<file path="config.mk">
export PLATFORM = sky130hd
export DESIGN_NAME = serial_rx_core
export DESIGN_NICKNAME = d
export VERILOG_FILES = /design/src/rtl/serial_rx_core_pkg.sv /design/src/rtl/serial_rx_core.sv
export SDC_FILE = /design/constraint.sdc
export NUM_CORES = 1
export LEC_CHECK = 0
export CORE_MARGIN = 1
export CORE_UTILIZATION = 47
export CTS_CLUSTER_SIZE = 10
export DETAILED_ROUTE_END_ITERATION = 8
export PLACE_DENSITY_LB_ADDON = 0.12
export SETUP_SLACK_MARGIN = 0.4
export SYNTH_ARGS = -nofsm -noshare
export SYNTH_HDL_FRONTEND = slang
export SYNTH_SLANG_ARGS = --single-unit
</file>
<file path="constraint.sdc">
create_clock -name clk -period 1.8 [get_ports clk]
set_input_delay 0.36 -clock clk [delete_from_list [all_inputs] [get_ports clk]]
set_output_delay 0.36 -clock clk [all_outputs]
set_load 0.05 [all_outputs]
</file>
<file path="src/rtl/serial_rx_core_pkg.sv">
// Shared constants and state encoding for the serial frame receiver.
// Bit counter values name the frame position that the next sample belongs to.
package serial_rx_core_pkg;

  localparam int FRAME_W = 8;

  localparam logic [3:0] CNT_IDLE       = 4'd0;
  localparam logic [3:0] CNT_FIRST_DATA = 4'd1;
  localparam logic [3:0] CNT_LAST_DATA  = 4'd8;
  localparam logic [3:0] CNT_PARITY     = 4'd9;
  localparam logic [3:0] CNT_STOP_P     = 4'd10;
  localparam logic [3:0] CNT_STOP_NP    = 4'd9;

  typedef enum logic [1:0] {
    ST_IDLE      = 2'd0,
    ST_RECV      = 2'd1,
    ST_WAIT_IDLE = 2'd2
  } rx_state_e;

endpackage

</file>
<file path="src/rtl/serial_rx_core.sv">
// Single-clock serial frame receiver: start, 8 data bits LSB first, optional parity, stop.
// One line bit per clock; a good frame updates data_out with a one-cycle data_valid strobe.
module serial_rx_core
  import serial_rx_core_pkg::*;
#(
  parameter bit PARITY_EN  = 1'b1,
  parameter bit PARITY_ODD = 1'b0
) (
  input  logic                clk,
  input  logic                rst,
  input  logic                Rx,
  output logic [FRAME_W-1:0]  data_out,
  output logic                data_valid,
  output logic [3:0]          cnt
);

  localparam logic [3:0] STOP_CNT = PARITY_EN ? CNT_STOP_P : CNT_STOP_NP;

  rx_state_e          state_q, state_d;
  logic [3:0]         cnt_q, cnt_d;
  logic [FRAME_W-1:0] shift_q, shift_d;
  logic [FRAME_W-1:0] data_q, data_d;
  logic               valid_q, valid_d;
  logic               par_q, par_d;
  logic               par_ok_q, par_ok_d;

  always_ff @(posedge clk) begin
    if (rst) begin
      state_q  <= ST_IDLE;
      cnt_q    <= CNT_IDLE;
      shift_q  <= '0;
      data_q   <= '0;
      valid_q  <= 1'b0;
      par_q    <= 1'b0;
      par_ok_q <= 1'b1;
    end else begin
      state_q  <= state_d;
      cnt_q    <= cnt_d;
      shift_q  <= shift_d;
      data_q   <= data_d;
      valid_q  <= valid_d;
      par_q    <= par_d;
      par_ok_q <= par_ok_d;
    end
  end

  always_comb begin
    state_d  = state_q;
    cnt_d    = cnt_q;
    shift_d  = shift_q;
    data_d   = data_q;
    valid_d  = 1'b0;
    par_d    = par_q;
    par_ok_d = par_ok_q;

    case (state_q)
      ST_IDLE: begin
        cnt_d = CNT_IDLE;
        if (!Rx) begin
          state_d  = ST_RECV;
          cnt_d    = CNT_FIRST_DATA;
          par_d    = 1'b0;
          // Without a parity bit every frame passes the parity check.
          par_ok_d = 1'b1;
        end
      end

      ST_RECV: begin
        if (cnt_q >= CNT_FIRST_DATA && cnt_q <= CNT_LAST_DATA) begin
          shift_d = {Rx, shift_q[FRAME_W-1:1]};
          par_d   = par_q ^ Rx;
          cnt_d   = cnt_q + 4'd1;
        end else if (PARITY_EN && cnt_q == CNT_PARITY) begin
          par_ok_d = ((par_q ^ Rx) == PARITY_ODD);
          cnt_d    = CNT_STOP_P;
        end else if (cnt_q == STOP_CNT) begin
          cnt_d = CNT_IDLE;
          if (Rx) begin
            state_d = ST_IDLE;
            if (par_ok_q) begin
              data_d  = shift_q;
              valid_d = 1'b1;
            end
          end else begin
            // Framing error or break: hold off until the line is seen idle.
            state_d = ST_WAIT_IDLE;
          end
        end else begin
          state_d = ST_IDLE;
          cnt_d   = CNT_IDLE;
        end
      end

      ST_WAIT_IDLE: begin
        cnt_d = CNT_IDLE;
        if (Rx) begin
          state_d = ST_IDLE;
        end
      end

      default: begin
        state_d = ST_IDLE;
        cnt_d   = CNT_IDLE;
      end
    endcase
  end

  assign data_out   = data_q;
  assign data_valid = valid_q;
  assign cnt        = cnt_q;

endmodule

</file>
# Yosys cells after proc, flatten, opt, wreduce, memory -nomap -nowiden
# Index checks and enable logic that the tools add are counted.
[totals] reg_bits=25 output_inout_bits=13
[op_classes] n_addsub=1 n_lt_le_gt_ge=2 eq_ne=10 mux=19 bitwise=7 reduce_logical=9
[ops] operator="two-way mux 2 bit" count=6
[ops] operator="!= test 2 bit, second input constant" count=6
[ops] operator="equality test 4 bit, second input constant" count=2
[ops] operator="two-way mux 4 bit" count=2
[ops] operator="case mux 4 bit (2 select lines)" count=1
[ops] operator="AND reduction 4 bit" count=2
[ops] operator="two-way mux 1 bit" count=7
[ops] operator="NOT 1 bit" count=6
[ops] operator="case mux 2 bit (3 select lines)" count=1
[ops] operator="AND reduction 6 bit" count=1
[ops] operator="OR reduction 6 bit" count=1
[ops] operator="adder 4 x 1 -> 4 bit, second input constant" count=1
[ops] operator=">= comparator 4 x 1 -> 1 bit, second input constant" count=1
[ops] operator="less-or-equal comparator 4 bit, second input constant" count=1
[ops] operator="case mux 1 bit (2 select lines)" count=2
[ops] operator="AND reduction 3 bit" count=1
[ops] operator="equality test 2 x 1 -> 1 bit, second input constant" count=1
[ops] operator="equality test 2 bit, second input constant" count=1
[ops] operator="zero test 2 bit" count=1
[ops] operator="AND reduction 2 bit" count=1
[ops] operator="nonzero test 2 bit" count=1
[ops] operator="logical AND 1 bit" count=1
[ops] operator="XOR 1 bit" count=1

# Depth between registers and ports, before layout
[depth] word_depth=5 ltp_mapped=6 depth_no_buf=5

# Worst setup path before layout
# OpenSTA, ideal clock, no wires.
[synth_timing] path_type="reg-to-reg" from="register cnt_q[1] (netlist: cnt[1])" to="register cnt_q[0] (netlist: cnt[0])" setup_ps=130 arrival_ps=2058 slack_ps=-388 path_stages_with_launch=6 path_buffers=0 path_cell_list="dfxtp_1 inv_1 ha_1 or4b_2 a41oi_1 nor3_1"
[synth_via] elab_chain_cells=4 elab_cells_between_ends=5 cone_classes="2 x order compare; 2 x mux; 1 x reduce/logical"
[synth_rtl] element="start, declared" line_no="serial_rx_core.sv:20" text="logic [3:0] cnt_q, cnt_d;"
[synth_rtl] element="start signal, assigned" line_no="serial_rx_core.sv:38" text="cnt_q <= cnt_d;"
[synth_rtl] element=">= comparator 4 x 1 -> 1 bit / less-or-equal comparator 4 bit (equally long branches)" line_no="serial_rx_core.sv:69" text="if (cnt_q >= CNT_FIRST_DATA && cnt_q <= CNT_LAST_DATA) begin"
[synth_rtl] element="logical AND 1 bit *" line_no="serial_rx_core.sv:69"
[synth_rtl] element="two-way mux 4 bit *" line_no="serial_rx_core.sv:69"
[synth_rtl] element="case mux 4 bit (2 select lines) *" line_no="serial_rx_core.sv:56" text="case (state_q)"
# Every way passes the cells marked *; elsewhere a longest branch is shown, timed or not.
# A chain may end at the register's enable or synchronous reset.

# Final worst setup path
[layout_timing] from="register cnt_q[0] (netlist: cnt[0])" to="register shift_q[4]"
[layout_via] elab_chain_cells=3 elab_cells_between_ends=4 cone_classes="2 x order compare; 2 x reduce/logical"
[layout_rtl] element=">= comparator 4 x 1 -> 1 bit / less-or-equal comparator 4 bit (equally long branches)" line_no="serial_rx_core.sv:69"
[layout_rtl] element="logical AND 1 bit *" line_no="serial_rx_core.sv:69"
[layout_rtl] element="AND reduction 2 bit (no line) *"
[layout_rtl] element="end signal, assigned" line_no="serial_rx_core.sv:39" text="shift_q <= shift_d;"
[layout_rtl] element="end, declared" line_no="serial_rx_core.sv:21" text="logic [FRAME_W-1:0] shift_q, shift_d;"
# Marked as above.

==> impl.org <==
** Logic synthesis
- Synthesized netlist net count :: 126
- The cell count after synthesis came out at around 120.
- Most used DFF post-synth :: dfxtp_1
- Synthesis inferred 25 register bits.
- Mean Syn Cell Area :: approximately 9.8 um2
- Sequential cells were found to cover between 40% and 50% of the synthesized design area.
- Proportion of netlist area held by the largest area contributor :: 43.3%
- Counting distinct cell types in the post-synthesis netlist gives 34.
- The synthesized netlist occupies a cell area of approximately 1200 um2.
- The Yosys step of the flow raised 0 warnings.
- The synthesized design spends more area on one cell type than any other, namely dfxtp_1.
- Async S/R FF share, synth :: 0%
- Counting flops with a built-in enable in the synthesized netlist gives 0.
- By area the synthesized netlist is led by dfxtp_1 (43%), mux2i_1 (14%), nand2_1 (6.2%), ha_1 (5.4%), nor2b_1 (2.7%).

** Global route
- Maximum number of pins on one net before global-route repair :: 19
- Number of antenna violations at the first check in global routing :: 0
- GRT Util Overall :: around 20%
- Summed over all layers, the global routing overflow is 0.
- The via count of the first global-routing pass is ~840.
- First-pass GRT wire length :: ~4.0 mm

** Power
- Static power due to leakage :: about 0.00063 uW
- Largest vdd supply drop :: 637 uV
- Sw Ratio :: roughly 28%
- The internal portion of the total power is 740 uW.
- Clock network power share :: 25.4%
- PnR Total Power :: ~1000 uW
- Net switching component of the power :: slightly below 300 uW
- Per report_power, the sequential group accounts for a little under three fifths of the total.
- Combinational logic is responsible for between 10% and 20% of the overall power.
- Power spread over the standard cell area amounts to a little under 700 nW/um2.

** Hold path
- Class of the most critical hold timing path :: flip-flop to flip-flop
- The worst hold path was traced through 2 stages.
- WHS Endpoint :: data_out[6]
- The worst hold path begins at data_out[6].

** Timing
- Max-slew violation total from the final report :: 0
- The final count of hold timing violations came to 0.
- Setup violation total in the final timing report :: 0
- For the pin with the worst max-slew slack, the measured transition is between 0.3 and 0.4 ns.
- Worst clock skew :: a little over 0.006 ns
- Max-slew headroom :: 74.3%
- Final worst-path cycle share :: between 80 and 90%
- Unrepaired setup endpoints after global routing :: true
- Setup TNS :: 0 ns
- For this run, the top clock speed supported by timing is 635 MHz.
- Final critical-path required period :: 1.57 ns

** Placement
- Placer Congestion :: 0.778
- After detailed placement, the design holds a cell count of 160.
- Placement-stage cell area :: 1370 um2
- The wire-length estimate of the detail-placed layout is between 1.5 and 2 mm.
- The count of buffers added on input and output ports is 15.

** Route
- The first routing iteration left 17 violations.
- Detailed routing inserted a total of 960 vias.
- The routed design has between 2 and 2.5 mm of wire.
- Post-detailed-route count of antenna-violating nets :: 0
- In the routed design, unresolved DRC markers number 0.
- The first detailed-routing pass ran for 4 iterations.
- Detailed-route wire length per cell :: approximately 14 um
- In the routed layout, each cell is associated on average with a via count of 5.65.

** Floorplanning
- In this run the horizontal extent of the chip is between 50 and 60 um.
- The total area inside the core boundary comes to 2250 um2.
- The initial utilization of the core area, before any placement, comes to 51.2%.
- Height of the die :: 51.6 um
- In this run the count of I/O pins placed on the die edge is 16.
- The floorplan has 17 rows.
- Die Area :: between 2000 and 3000 um2

** Critical path
- Worst setup EP type :: flip-flop
- Length in cells of the worst reg-to-reg path :: 5
- The worst register-to-register path ends at shift_q[4].
- The worst setup path is launched from a flip-flop.
- Maximum net fanout on the critical path :: 5
- The setup path with the least slack is of type flip-flop to flip-flop.
- Req. time, crit path :: 2.02 ns
- Data on the critical path arrives at its endpoint at approximately 1.8 ns.
- For flop-to-flop paths, the worst setup slack is between 0.2 and 0.25 ns.
- In this run the critical register-to-register path is launched from cnt[0].

** Status
- Result of the run :: complete, no violations

** Finish
- Fill cell instance count of the final layout :: 185
- Relative to the synthesized area, the layout overhead comes to 30.8%.
- Final non-filler cell total :: 170
- Cells with a size suffix above 1 make up a little over a third of the layout.
- The net count of the finished layout is approximately 150.
- Number of antenna diodes :: 0
- After routing the design area is 1510 um2.
- Cells fill between 60% and 70% of the core in the end.

** Clock network
- Clock tree synthesis found a total of 25 sinks.
- Clock tree synthesis inserted a total of 3 buffers.
- Clock-pin transition on the worst setup and hold timing paths :: roughly 0.15 ns
- Max clock buf depth :: 2
- CTS built an H-tree with a depth of 1.
- Latest clock arrival within the worst-skew pair :: around 0.32 ns
- CTS placed an instance of clkbuf_4 at the clock tree root.
- TritonCTS built the clock tree.

** Flow run
- Max-cap violations in this run came to 0.
[cell usage after synthesis (all sizes together), types with 3 or more instances]
cell	count
ha	5
mux2i	16
nor4	5
nand2	19
nor3	3
nor2b	5
nor2	3
dfxtp	25
clkbuf	4
nand3	3
[power groups by stage]
| stage | Combinational (uW) | Clock (uW) | Sequential [uW] |
|---|---|---|---|
| after floorplan | 104 | 0 | 598 |
| after global placement | 149 | 0 | 588 |
| after detailed placement | 150 | 0 | 588 |
| after CTS | 179 | 264 | 575 |
| after global routing | 212 | 293 | 575 |
| final | 196 | 262 | 573 |
[cells in the final DEF, fill, tap and decap left out, types with 2 or more instances in the layout]
cell type and count:
nand2b_1 2, clkdlybuf4s50_1 2, ha_4 2, ha_1 2, buf_4 21, nor4_1 2, nand3_1 2, inv_4 3
o31ai_1 2, xnor2_1 2, dfxtp_1 21, mux2i_1 16, nor2_1 3, nand4_1 2, nor2b_1 4, nand2_1 19
clkbuf_4 3, dfxtp_4 4, nor4_2 2, nor3_1 3
[kinds of logic (layout without fill, tap and decap cells)]
group,Yosys count,count (layout),synth area share [%]
simple gates,52,52,25.7
flops,25,25,43.3
mux,16,16,13.9
compound gates,9,9,5.96
buf+inv,9,33,4.22
fa+ha+maj,5,5,5.42
xor+xnor,2,2,1.52
[metal layers]
layer	up-vias	wire [um]	global-route usage, %
met1	454	1140	28.6
li1	474	-	-
met3	4	97	2.63
met2	28	1210	32.3
met5	-	0	0
met4	0	13	5.41
[worst max path at each step]
stage | startpoint | to | depth (start not counted)
after floorplan | cnt[0] | shift_q[4] | 6
after global placement | cnt[0] | shift_q[6] | 5
after detailed placement | cnt[1] | shift_q[5] | 5
after CTS | cnt[0] | shift_q[4] | 5
after global routing | cnt[0] | shift_q[6] | 5
final | cnt[0] | shift_q[4] | 5
[flip-flops by register name, indices dropped and copies added (netlist names)]
signal      count
data_out        8
shift_q         8
cnt             4
state_q         2
data_valid      1
par_ok_q        1
par_q           1
[metrics by stage]
step	hold WS, ns	worst slack (ns)
3_3_place_gp	0.443	0.125
3_5_place_dp	0.452	0.0819
4_1_cts	0.475	0.238
6_report	0.470	0.225
5_1_grt	0.494	0.185
2_1_floorplan	0.443	0.111
[worst max-delay path, stage by stage (launching register included)]
cell and delay (ns):
dfxtp_4 0.40, inv_4 0.07, ha_2 0.20, nor2b_2 0.07
or4_4 0.60, mux2i_1 0.14
[area by class of cell]
cell class | instances | area [um2] | area share, %
inverters | 3 | 16.3 | 1.08
clock inverters | 1 | 6.26 | 0.414
clock buffers | 3 | 22.5 | 1.49
repair buffers | 26 | 209 | 13.8
flip-flops and latches | 25 | 515 | 34.1
well taps | 28 | 35.0 | 2.32
multi-input cells | 84 | 706 | 46.7
[timing repair]
item | CTS | global route
pin swaps | 5 | 5
buffers inserted | 6 | 0
hold buffers | 0 | 0
endpoints found under the setup margin | 24 | 29
resized for setup | 8 | 13
(Power assumes the default switching activity.)
==> RTL change (config.mk and constraints unchanged) <==
Register the input `Rx` before use, cleared by the reset. The logic sees it one clock later.
--- a/src/rtl/serial_rx_core.sv
+++ b/src/rtl/serial_rx_core.sv
@@ -16,4 +16,14 @@
 
   localparam logic [3:0] STOP_CNT = PARITY_EN ? CNT_STOP_P : CNT_STOP_NP;
+
+  logic Rx_q;
+
+  always_ff @(posedge clk) begin
+    if (rst) begin
+      Rx_q <= '0;
+    end else begin
+      Rx_q <= Rx;
+    end
+  end
 
   rx_state_e          state_q, state_d;
@@ -57,5 +67,5 @@
       ST_IDLE: begin
         cnt_d = CNT_IDLE;
-        if (!Rx) begin
+        if (!Rx_q) begin
           state_d  = ST_RECV;
           cnt_d    = CNT_FIRST_DATA;
@@ -68,13 +78,13 @@
       ST_RECV: begin
         if (cnt_q >= CNT_FIRST_DATA && cnt_q <= CNT_LAST_DATA) begin
-          shift_d = {Rx, shift_q[FRAME_W-1:1]};
-          par_d   = par_q ^ Rx;
+          shift_d = {Rx_q, shift_q[FRAME_W-1:1]};
+          par_d   = par_q ^ Rx_q;
           cnt_d   = cnt_q + 4'd1;
         end else if (PARITY_EN && cnt_q == CNT_PARITY) begin
-          par_ok_d = ((par_q ^ Rx) == PARITY_ODD);
+          par_ok_d = ((par_q ^ Rx_q) == PARITY_ODD);
           cnt_d    = CNT_STOP_P;
         end else if (cnt_q == STOP_CNT) begin
           cnt_d = CNT_IDLE;
-          if (Rx) begin
+          if (Rx_q) begin
             state_d = ST_IDLE;
             if (par_ok_q) begin
@@ -94,5 +104,5 @@
       ST_WAIT_IDLE: begin
         cnt_d = CNT_IDLE;
-        if (Rx) begin
+        if (Rx_q) begin
           state_d = ST_IDLE;
         end
Function: changed (Yosys sat finds a counterexample within 4 cycles, from zero or initial values and one cycle with rst high).
==> RTL change against the original RTL <==
- sequential cell count increased by 1
- area after synthesis increased by 8.0%
- combinational power increased by 67%
- sequential power increased by 7.9%
- total power increased by 25%
- setup slack got worse by 70 ps
- routed wire length increased by 6.0%
- final area increased by 8.5%
- critical path type unchanged
==> RTL change: results (changes against the original RTL) <==
[worst_setup_path]
worstPathArrival_ps = 1880  ; +80 ps
crit_slowest_cell = or4b_4
cpLargestDelayFamily = simple AND/OR/NAND/NOR gates
max_stage_delay_ps = 530  ; -70 ps
rr_worst_depth = 6  ; +1
crit_path_max_fanout = 6  ; +1

[pwr]
ir_drop_mv = 0.639  ; +0.36%
p_leak_uw = 0.000667  ; +5.9%

[synth]
synthFlopType = dfxtp_1
synth-compound-area-share_pct = 15.7  ; +9.8 points
synth_commonest_cells = dfxtp_1, nor2b_1, nand2b_1, mux2i_1, o21ai_2
synth_fa_ha_area_share_pct = 5.02  ; -0.40 points
synthXorXnorAreaFrac_pct = 1.40  ; -0.11 points
synth_nets = 128  ; +1.6%
synthArstFlopShare_pct = 0  ; unchanged
ys_top_cells_by_area = dfxtp_1, mux2i_1, nor2b_1, o21ai_2, ha_1
ys_seq_area_share_pct = 41.7  ; -1.6 points
synthMuxAreaShare_pct = 6.42  ; -7.4 points
yosysWarnings = 0  ; unchanged
synth.distinct_cells = 39  ; +15%

[timing]
clock_skew_ps = 3.27  ; -2.93 ps
tightest_slew_ps = 387  ; +5.64 ps

[grt]
grt_max_degree = 27  ; +8
grt.total_usage_pct = 21.3  ; +1.1 points
grt_pass1_vias = 877  ; +3.9%
grt_pass1_wl_um = 4310  ; +8.7%
antenna_found_initial = 0  ; unchanged

[drt]
avgViaCountPerCell = 5.52  ; -2.3%
first_pass_iters = 4  ; unchanged
drt_iter0_drc = 18  ; +1
finalWirelength_um = 2600  ; +6.0%

[clocking]
clockBufferDepth = 2  ; unchanged
clkLatencyLatePin_ps = 320  ; about the same
cts_buffers = 3  ; unchanged
clk_pin_slew_worst_paths_ps = 140
cts-htree-levels = 1  ; unchanged
cts_root_buf = clkbuf_4

[placement]
place_congestion = 0.818  ; +5.2%
hpwl_um = 1610  ; -2.2%
port_buffers = 15  ; unchanged
dpl-instance-area_um2 = 1460  ; +6.6%

[min_path]
hp-class = reg -> reg
whs_path_depth = 2  ; unchanged

[cells_and_area]
num-fill-cells = 207  ; +12%
antenna_cells = 0  ; unchanged
fin_nets = 155  ; +2.6%
drive_above_1_share_pct = 40.4  ; +5.2 points

[run_status]
outcome = complete, no violations

RTL change: changes by cell type in the layout (fill, tap and decap cells not counted), moves of 3 or more:
cell      change
buf_4         -5
mux2i_1       -8
nor2b_1       +8
o21ai_2      +11
buf_6         +3
nand2_1      -16
nand2b_1      +7
o21ai_1       +3
RTL change: final timing paths:
path / from / end / slack, ps
worst min-delay path: shift_q[0]$_SDFFE_PP0P_ / data_out[0]$_SDFFE_PP0P_ / 520
worst min register to register: shift_q[0]$_SDFFE_PP0P_ / data_out[0]$_SDFFE_PP0P_ / 520
worst max-delay path: cnt[1]$_SDFF_PP0_ / par_ok_q$_SDFFE_PP1P_ / 160
worst max register to register: cnt[1]$_SDFF_PP0_ / par_ok_q$_SDFFE_PP1P_ / 160
RTL change: stage by stage:
stage	cells	power, µW	utilization (%)	worst slack, ps	hold WS [ps]
after floorplan	120	826	-	50.4	465
after global placement	164	896	58.3	152	483
after detailed placement	164	899	58.3	121	498
after CTS	174	1270	63.9	163	526
after global routing	176	1360	65.6	89.4	558
final	176	1290	65.6	156	519
RTL change: layer usage:
layer | wire length (µm) | global-route usage [%] | part of all wire (%)
met2 | 1210 | 31.3 | 46
met4 | 30 | 9.65 | 1.2
met3 | 70 | 4.60 | 2.7
met1 | 1290 | 29.4 | 50
met5 | 0 | 0 | 0
RTL change: cell type report:
type,count,share of cell area [%]
Clock buffer,4,2.90
Inverter,2,0.763
Multi-Input combinational cell,88,45.8
Sequential cell,26,32.7
Tap cell,30,2.29
Timing Repair Buffer,26,15.6
RTL change: repair_timing:
action,in CTS,in global routing
setup buffers,4,2
pin swaps,4,0
cloned,2,0
gates resized for setup,19,8
setup endpoints to repair,24,29
RTL change: where the power goes:
group	total, µW	internal, µW	switching, µW
Clock	346	170	177
Combinational	328	167	161
Sequential	618	590	27.8
Total	1290	927	366
